File: src/rtl/dco_slew_ctrl.sv
// DCO frequency-select slew controller: accepts signed control codes, clamps
// BIAS - code into the RO select range and walks f_sel_o there one tap at a time.
module dco_slew_ctrl #(
  parameter int RO_WIDTH      = 5,
  parameter int CC_WIDTH      = 5,
  parameter int BIAS          = 16,
  parameter int SETTLE_CYCLES = 3
) (
  input  logic                       clk,
  input  logic                       rst_n,
  input  logic                       enable_i,
  input  logic                       cc_valid_i,
  output logic                       cc_ready_o,
  input  logic signed [CC_WIDTH-1:0] dco_cc_i,
  output logic        [RO_WIDTH-1:0] f_sel_o,
  output logic                       upd_o,
  output logic                       busy_o,
  output logic                       sat_o
);

  localparam int TW    = RO_WIDTH + 2;
  localparam int CNT_W = (SETTLE_CYCLES > 1) ? $clog2(SETTLE_CYCLES) : 1;

  localparam logic signed [TW-1:0]   BIAS_S      = TW'(BIAS);
  localparam logic signed [TW-1:0]   SEL_MAX     = TW'((1 << RO_WIDTH) - 1);
  localparam logic [RO_WIDTH-1:0]    BIAS_SEL    = RO_WIDTH'(BIAS);
  localparam logic [RO_WIDTH-1:0]    SEL_MAX_U   = RO_WIDTH'((1 << RO_WIDTH) - 1);
  localparam logic [CNT_W-1:0]       SETTLE_LOAD = CNT_W'(SETTLE_CYCLES - 1);

  typedef enum logic [1:0] {
    IDLE,
    STEP,
    SETTLE
  } state_t;

  state_t              state_q, state_d;
  logic [RO_WIDTH-1:0] f_sel_q, f_sel_d;
  logic [RO_WIDTH-1:0] target_q, target_d;
  logic [CNT_W-1:0]    cnt_q, cnt_d;
  logic                upd_q, upd_d;
  logic                sat_q, sat_d;
  logic                alive_q;

  logic signed [TW-1:0] cc_ext;
  logic signed [TW-1:0] t_raw;
  logic [RO_WIDTH-1:0]  t_clamp;
  logic                 t_sat;
  logic [RO_WIDTH-1:0]  f_sel_step;
  logic                 xfer;

  assign cc_ext = {{(TW - CC_WIDTH){dco_cc_i[CC_WIDTH-1]}}, dco_cc_i};
  assign t_raw  = BIAS_S - cc_ext;

  // NOTE: every combinational output gets a default before any branch, so no path can infer a latch.
  always_comb begin
    t_clamp = t_raw[RO_WIDTH-1:0];
    t_sat   = 1'b0;
    if (t_raw[TW-1]) begin
      t_clamp = '0;
      t_sat   = 1'b1;
    end else if (t_raw > SEL_MAX) begin
      t_clamp = SEL_MAX_U;
      t_sat   = 1'b1;
    end
  end

  // Ready stays low until the first clock after reset, then follows state and enable.
  assign cc_ready_o = alive_q && enable_i && (state_q == IDLE);
  assign xfer       = cc_valid_i && cc_ready_o;
  assign f_sel_step = (target_q > f_sel_q) ? f_sel_q + 1'b1 : f_sel_q - 1'b1;

  always_comb begin
    state_d  = state_q;
    f_sel_d  = f_sel_q;
    target_d = target_q;
    cnt_d    = cnt_q;
    upd_d    = 1'b0;
    sat_d    = sat_q;
    case (state_q)
      IDLE: begin
        if (xfer) begin
          target_d = t_clamp;
          sat_d    = t_sat;
          if (t_clamp != f_sel_q) state_d = STEP;
        end
      end
      STEP: begin
        if (!enable_i) begin
          state_d  = IDLE;
          target_d = f_sel_q;
          cnt_d    = '0;
        end else begin
          f_sel_d = f_sel_step;
          upd_d   = 1'b1;
          if (SETTLE_CYCLES == 0) begin
            if (f_sel_step == target_q) state_d = IDLE;
          end else begin
            state_d = SETTLE;
            cnt_d   = SETTLE_LOAD;
          end
        end
      end
      SETTLE: begin
        if (!enable_i) begin
          state_d  = IDLE;
          target_d = f_sel_q;
          cnt_d    = '0;
        end else if (cnt_q == '0) begin
          state_d = (f_sel_q == target_q) ? IDLE : STEP;
        end else begin
          cnt_d = cnt_q - 1'b1;
        end
      end
      default: state_d = IDLE;
    endcase
  end

  // NOTE: sequential state uses non-blocking assignments so all flops sample the same pre-edge values.
  always_ff @(posedge clk or negedge rst_n) begin
    if (!rst_n) begin
      state_q  <= IDLE;
      f_sel_q  <= BIAS_SEL;
      target_q <= BIAS_SEL;
      cnt_q    <= '0;
      upd_q    <= 1'b0;
      sat_q    <= 1'b0;
      alive_q  <= 1'b0;
    end else begin
      state_q  <= state_d;
      f_sel_q  <= f_sel_d;
      target_q <= target_d;
      cnt_q    <= cnt_d;
      upd_q    <= upd_d;
      sat_q    <= sat_d;
      alive_q  <= 1'b1;
    end
  end

  assign f_sel_o = f_sel_q;
  assign upd_o   = upd_q;
  assign sat_o   = sat_q;
  assign busy_o  = (state_q != IDLE);

endmodule

File: config.mk
export PLATFORM = sky130hd
export DESIGN_NAME = dco_slew_ctrl
export DESIGN_NICKNAME = d
export VERILOG_FILES = /design/src/rtl/dco_slew_ctrl.sv
export SDC_FILE = /design/constraint.sdc
export NUM_CORES = 1
export LEC_CHECK = 0
export CORE_UTILIZATION = 40
export CTS_CLUSTER_SIZE = 12
export DETAILED_ROUTE_END_ITERATION = 7
export SYNTH_ARGS = -nofsm -noshare
export SYNTH_HDL_FRONTEND = slang
export SYNTH_SLANG_ARGS = --single-unit
File: constraint.sdc
create_clock -name clk -period 3.2 [get_ports clk]
set_input_delay 0.96 -clock clk [delete_from_list [all_inputs] [get_ports clk]]
set_output_delay 0.96 -clock clk [all_outputs]
set_load 0.02 [all_outputs]
==> metrics.yaml, run 1 <==
routing:
  ant_nets: 0
  remaining_drc_errors: 0
  wirelength_mm: 3.08
  routedWlPerCell_um: 13.5
  drt_iter0_drc: 22
  num_vias: 1149
  vias_per_cell: 5.04
  dr.pass1.iters: 4
final_layout:
  final_util_pct: 55.2
  seqCellArea_um2: 428
  final_area_um2: 1730
  final_common_cell: "buf_4"
  areaGrowthSynthToFinish_pct: 28.4
  fillCellCount: 306
  final_cell_mix: "buf_4 (20), clkdlybuf4s50_1 (17), inv_1 (16)"
  layout.cells.non_filler: 228
  layout-drive-gt1-share_pct: 18.5
  nets: 210
  diodes: 0
  multi_input_area_um2: 837
grt:
  antenna_found_initial: 0
  grt-ovfl-total: 0
  first_global_vias: 1182
  grt_use_total_pct: 20.3
  grt_start_max_net_pins: 18
  grt_pass1_wl_mm: 5.42
worst_setup_path:
  end_kind: "output port"
  r2r_cells: 11
  crit_fanout: 2
  required_ns: 2.24
  path_class: "input port to output port"
  worst_r2r_endpoint: "f_sel_o[4]$_DFFE_PN1P_"
  arrival_ns: 2.16
  reg2reg_from: "f_sel_o[4]$_DFFE_PN1P_"
  startpoint_type: "input port"
  rrSetupSlack_ns: 0.43
yosys:
  synth_compound_area_share_pct: 20.6
  syn-num-nets: 171
  syn_area_um2: 1350
  ys_ff_latch: 17
  yosys_warnings: 0
  yosysTopAreaCell: "dfrtp_1"
  synthMuxAreaShare_pct: 5.58
  yosys-top-cells-area: "dfrtp_1 (28%), ha_1 (14%), xor2_1 (4.6%)"
  synth-edff-count: 0
  synth_flop_cell: "dfrtp_1"
  synth_fa_ha_area_share_pct: 15.4
  synth_cell_types: 41
  async_flop_share_pct: 100
  synth_top_family_by_area: "compound AO/OA/AOI/OAI gates"
  syn_avg_cell_area_um2: 9.21
  syn_inst: 146
  yosys.area_share.simple_pct: 12.6
  ys_seq_area_share_pct: 31.8
  synthXorXnorAreaFrac_pct: 7.81
  synth_top_area_share_pct: 27.9
sta:
  final_max_slew_viol_count: 0
  finalClockSkew_ns: 0.00868
  relSlewSlack_pct: 45.7
  tns_ns: 0
  max_freq_ghz: 0.320
  hold_viol_final: 0
  worst_pin_slew_ns: 0.812
  fin_crit_sh_pct: 97.6
  setup_viol: 0
  hold_slack_ns: 0.496
  period_minus_slack_ns: 3.12
  rsz0062_at_grt: "false"
pwr:
  peakVddDrop_uv: 547
  leakage_nw: 0.810
  power_density_nw_per_um2: 976
outcome:
  status: "complete, no violations"
die:
  io_pins: 18
  dieArea_um2: 3600
  die_y_um: 60.0
  num_rows: 20
  die_w_um: 60.0
  core_area_um2: 3130
  start_util_pct: 43.0
placed_design:
  dp.cells: 224
  gp_congestion: 0.859
  numPortBuffers: 17
  hpwl_mm: 2.50
  placed_cell_area_um2: 1700
min_path:
  holdPathEnd: "target_q[4]$_DFFE_PN1P_"
  hold_depth: 2
  hp-start: "target_q[4]$_DFFE_PN1P_"
  hold_path.class: "flop to flop"
clocking:
  cts.clk_slew.worst_paths_ns: 0.10
  clk_path_buf_depth: 2
  clock_sinks: 17
  cts_setup_buffers: 0
  clk_latency_ns: 0.29
  cts_inserted_buffers: 3
  cts_resized: 0
  hold_buffers: 0
  cts_tree: "done"
  h-tree-depth: 1
  root_buffer: "clkbuf_4"
run:
  maxCapViolCount: 0
[synthesized netlist by cell type (2+ instances only)]
cell / instances
inv_1: 16
dfrtp_1: 15
ha_1: 15
nand2_1: 11
o21ai_0: 11
nor2_1: 10
a21oi_1: 7
xor2_1: 7
xnor2_1: 5
o31ai_1: 4
a21o_1: 3
mux2i_1: 3
a31o_2: 2
a31oi_1: 2
and3_1: 2
dfstp_2: 2
mux2_1: 2
mux2_2: 2
nand4_1: 2
nor2b_1: 2
o21a_1: 2
or3b_2: 2
[area by class of cell]
class                           instances  share of cell area [%]
Multi-Input combinational cell        110                    48.5
Sequential cell                        17                    24.8
Timing Repair Buffer                   37                    18.6
Inverter                               16                    3.48
Tap cell                               44                    3.19
Clock buffer                            4                    1.52
[flip-flops by register name, summed over array words and instances (netlist names)]
register / cells
sat_o: 1
f_sel_o: 5
state_q: 2
cnt_q: 2
upd_o: 1
target_q: 5
alive_q: 1
[stage by stage]
| step | setup slack, ns | power (mW) |
|---|---|---|
| after floorplan | 0.260 | 1.22 |
| after global placement | -0.165 | 1.53 |
| after detailed placement | -0.236 | 1.57 |
| after CTS | 0.0676 | 1.71 |
| after global routing | 0.0224 | 1.89 |
| final | 0.0755 | 1.69 |
[worst max-delay path by stage]
stage,startpoint,end,slack (ns)
3_3_place_gp,dco_cc_i[0],state_q[0]$_DFFE_PN0P_,-0.16
4_1_cts,enable_i,cc_ready_o,0.07
3_5_place_dp,dco_cc_i[0],state_q[1]$_DFFE_PN0P_,-0.24
2_1_floorplan,dco_cc_i[2],state_q[0]$_DFFE_PN0P_,0.26
5_1_grt,dco_cc_i[0],state_q[1]$_DFFE_PN0P_,0.02
6_report,enable_i,cc_ready_o,0.08
[critical path: stages]
cell,delay (ns)
clkdlybuf4s50_1,0.47
and3_1,0.14
clkdlybuf4s50_1,0.59
[metal layers]
| layer | part of all wire, % | track usage, % | vias up | wire, um |
|---|---|---|---|---|
| li1 | - | - | 590 | - |
| met1 | 47 | 27.1 | 545 | 1460 |
| met2 | 50 | 34.8 | 12 | 1550 |
| met3 | 1.7 | 2.81 | 2 | 51 |
| met4 | 0.68 | 4.32 | 0 | 21 |
| met5 | 0 | 0 | - | 0 |
[power by group]
| part | switching (mW) | internal [mW] |
|---|---|---|
| logic | 0.609 | 0.558 |
| registers | 0.0759 | 0.320 |
| clock network | 0.0738 | 0.0485 |
[kinds of logic after synthesis]
group,Yosys count
AOI/OAI and AO/OA,40
and+or+nand+nor,34
buffers and inverters,19
DFF,17
adders and majority gates,16
xor gates and xnor gates,12
muxes,7
other,1
(Power assumes the default switching activity.)
==> run 2, diff against run 1 <==
CORE_ASPECT_RATIO = 1.75   (was default)
MAX_ROUTING_LAYER = met4   (was default)
RECOVER_POWER = 100   (was default)
==> run 2 against run 1 <==
Effect of this change: global-route usage is 0.16 points lower; worst hold slack worse by 0.0021 ns; total power is 1.1% higher; sequential power is 1% higher; clock power is 35% higher; first-iteration DRC count is 32% lower; critical endpoint unchanged; design area is 0.36% lower.
==> metrics.yaml, run 2 (synthesized netlist as in run 1, its figures left out) <==
outcome:
  status: "complete, no violations"
clocking:
  clk_latency_ns: 0.26
  clk_path_buf_depth: 2
  clock_sinks: 17
  cts_tree: "done"
  cts_inserted_buffers: 3
  root_buffer: "clkbuf_8"
  h-tree-depth: 1
  hold_buffers: 0
  cts.clk_slew.worst_paths_ns: 0.07
grt:
  grt_use_total_pct: 20.1
  grt_util_met1_pct: 21.5
  use_met3_pct: 2.73
  grt_pass1_wl_mm: 5.24
  grt_start_max_net_pins: 18
  top_usage_layer: "met2"
  first_global_vias: 1168
  grt_use_met2_pct: 35.7
  grt-ovfl-total: 0
  antenna_found_initial: 0
worst_setup_path:
  r2r_cells: 11
  required_ns: 2.24
  crit_fanout: 2
  arrival_ns: 2.15
  end_kind: "output port"
  startpoint_type: "input port"
  path_class: "input port to output port"
pwr:
  leakage_nw: 0.806
  power_density_nw_per_um2: 991
  peakVddDrop_uv: 765
routing:
  wirelength_mm: 3.14
  ant_nets: 0
  vias_per_cell: 5.20
  num_vias: 1169
  remaining_drc_errors: 0
  routedWlPerCell_um: 14.0
  drt_iter0_drc: 15
  dr.pass1.iters: 4
die:
  io_pins: 18
  num_rows: 27
  start_util_pct: 42.4
  die_w_um: 45.8
  die_y_um: 78.7
  dieArea_um2: 3610
  core_area_um2: 3180
final_layout:
  layout-drive-gt1-share_pct: 16.5
  multi_input_area_um2: 836
  areaGrowthSynthToFinish_pct: 27.9
  diodes: 0
  fillCellCount: 326
  nets: 208
  final_cell_mix: "inv_1 (16), buf_4 (16), dfrtp_1 (15)"
  final_area_um2: 1720
  seqCellArea_um2: 428
placed_design:
  gp_congestion: 0.881
  placed_cell_area_um2: 1680
  hpwl_mm: 2.55
  numPortBuffers: 17
sta:
  fin_crit_sh_pct: 97.3
  relSlewSlack_pct: 48.6
  setup_viol: 0
  hold_slack_ns: 0.494
  final_max_slew_viol_count: 0
  finalClockSkew_ns: 0.00650
  hold_viol_final: 0
  period_minus_slack_ns: 3.11
  worst_pin_slew_ns: 0.769
  rsz0062_at_grt: "false"
  tns_ns: 0
  max_freq_ghz: 0.321
min_path:
  hold_path.class: "flop to flop"
  hold_depth: 2
run:
  maxCapViolCount: 0
[run 2: cell types whose count changed in the layout (fill, tap and decap cells not counted)]
| cell | previous run | this run |
|---|---|---|
| clkdlybuf4s50_1 | 17 | 9 |
| dlygate4sd3_1 | 0 | 8 |
| or4_1 | 0 | 1 |
| ha_1 | 15 | 14 |
| ha_2 | 0 | 1 |
| clkbuf_8 | 0 | 3 |
| clkbuf_4 | 3 | 0 |
| buf_4 | 20 | 16 |
| or4_4 | 1 | 0 |
| clkbuf_1 | 1 | 3 |
[run 2: critical path, stage by stage]
cell and delay, ns:
clkdlybuf4s50_1 0.46, and3_1 0.14, clkdlybuf4s50_1 0.59
[run 2: power breakdown]
group	total (mW)	internal, mW	switching [mW]
sequential	0.400	0.321	0.0792
combinational	1.14	0.540	0.600
clock	0.165	0.0886	0.0761
total	1.70	0.950	0.755
[run 2: final cells by class]
cell class              instances  share of cell area [%]
repair buffers                 35                    17.3
well taps                      43                    3.13
flip-flops and latches         17                    24.9
multi-input cells             110                    48.6
clock buffers                   4                    2.62
inverters                      16                    3.49
[run 2: timing repair]
item / in CTS / in global routing
endpoints found under the setup margin: 0 / 2
endpoints found under the hold margin: 0 / 0
resized for setup: 0 / 1
buffers inserted: 0 / 0
[run 2: metrics by stage]
step / worst slack (ns) / util (%) / instances / total power [mW]
3_3_place_gp: -0.178 / 53.0 / 221 / 1.53
5_1_grt: 0.0314 / 54.2 / 225 / 1.88
3_5_place_dp: -0.223 / 53.0 / 221 / 1.57
6_report: 0.0857 / 54.2 / 225 / 1.70
4_1_cts: 0.0382 / 54.5 / 225 / 1.74
2_1_floorplan: 0.260 / - / 146 / 1.22
[run 2: path summary, 6_finish.rpt]
check | end | slack (ns) | startpoint
min reg2reg | target_q[4]$_DFFE_PN1P_ | 0.49 | target_q[4]$_DFFE_PN1P_
max in group asynchronous | alive_q$_DFF_PN0_ | 1.50 | rst_n
max | cc_ready_o | 0.09 | enable_i
max reg2reg | f_sel_o[4]$_DFFE_PN1P_ | 0.41 | f_sel_o[1]$_DFFE_PN0P_
min in group asynchronous | upd_o$_DFF_PN0_ | 1.21 | rst_n
min | target_q[4]$_DFFE_PN1P_ | 0.49 | target_q[4]$_DFFE_PN1P_
[run 2: per-layer routing]
metal / part of all wire, % / vias to the layer above
li1: - / 586
met1: 39 / 548
met5: 0 / -
met4: 2.3 / 0
met2: 56 / 27
met3: 2.7 / 8
==> run 3, diff against run 2 <==
ABC_CLOCK_PERIOD_IN_PS = 3200   (was default)
==> results of run 3 <==
Final layout, timing and power as in run 2 (identical DEF).
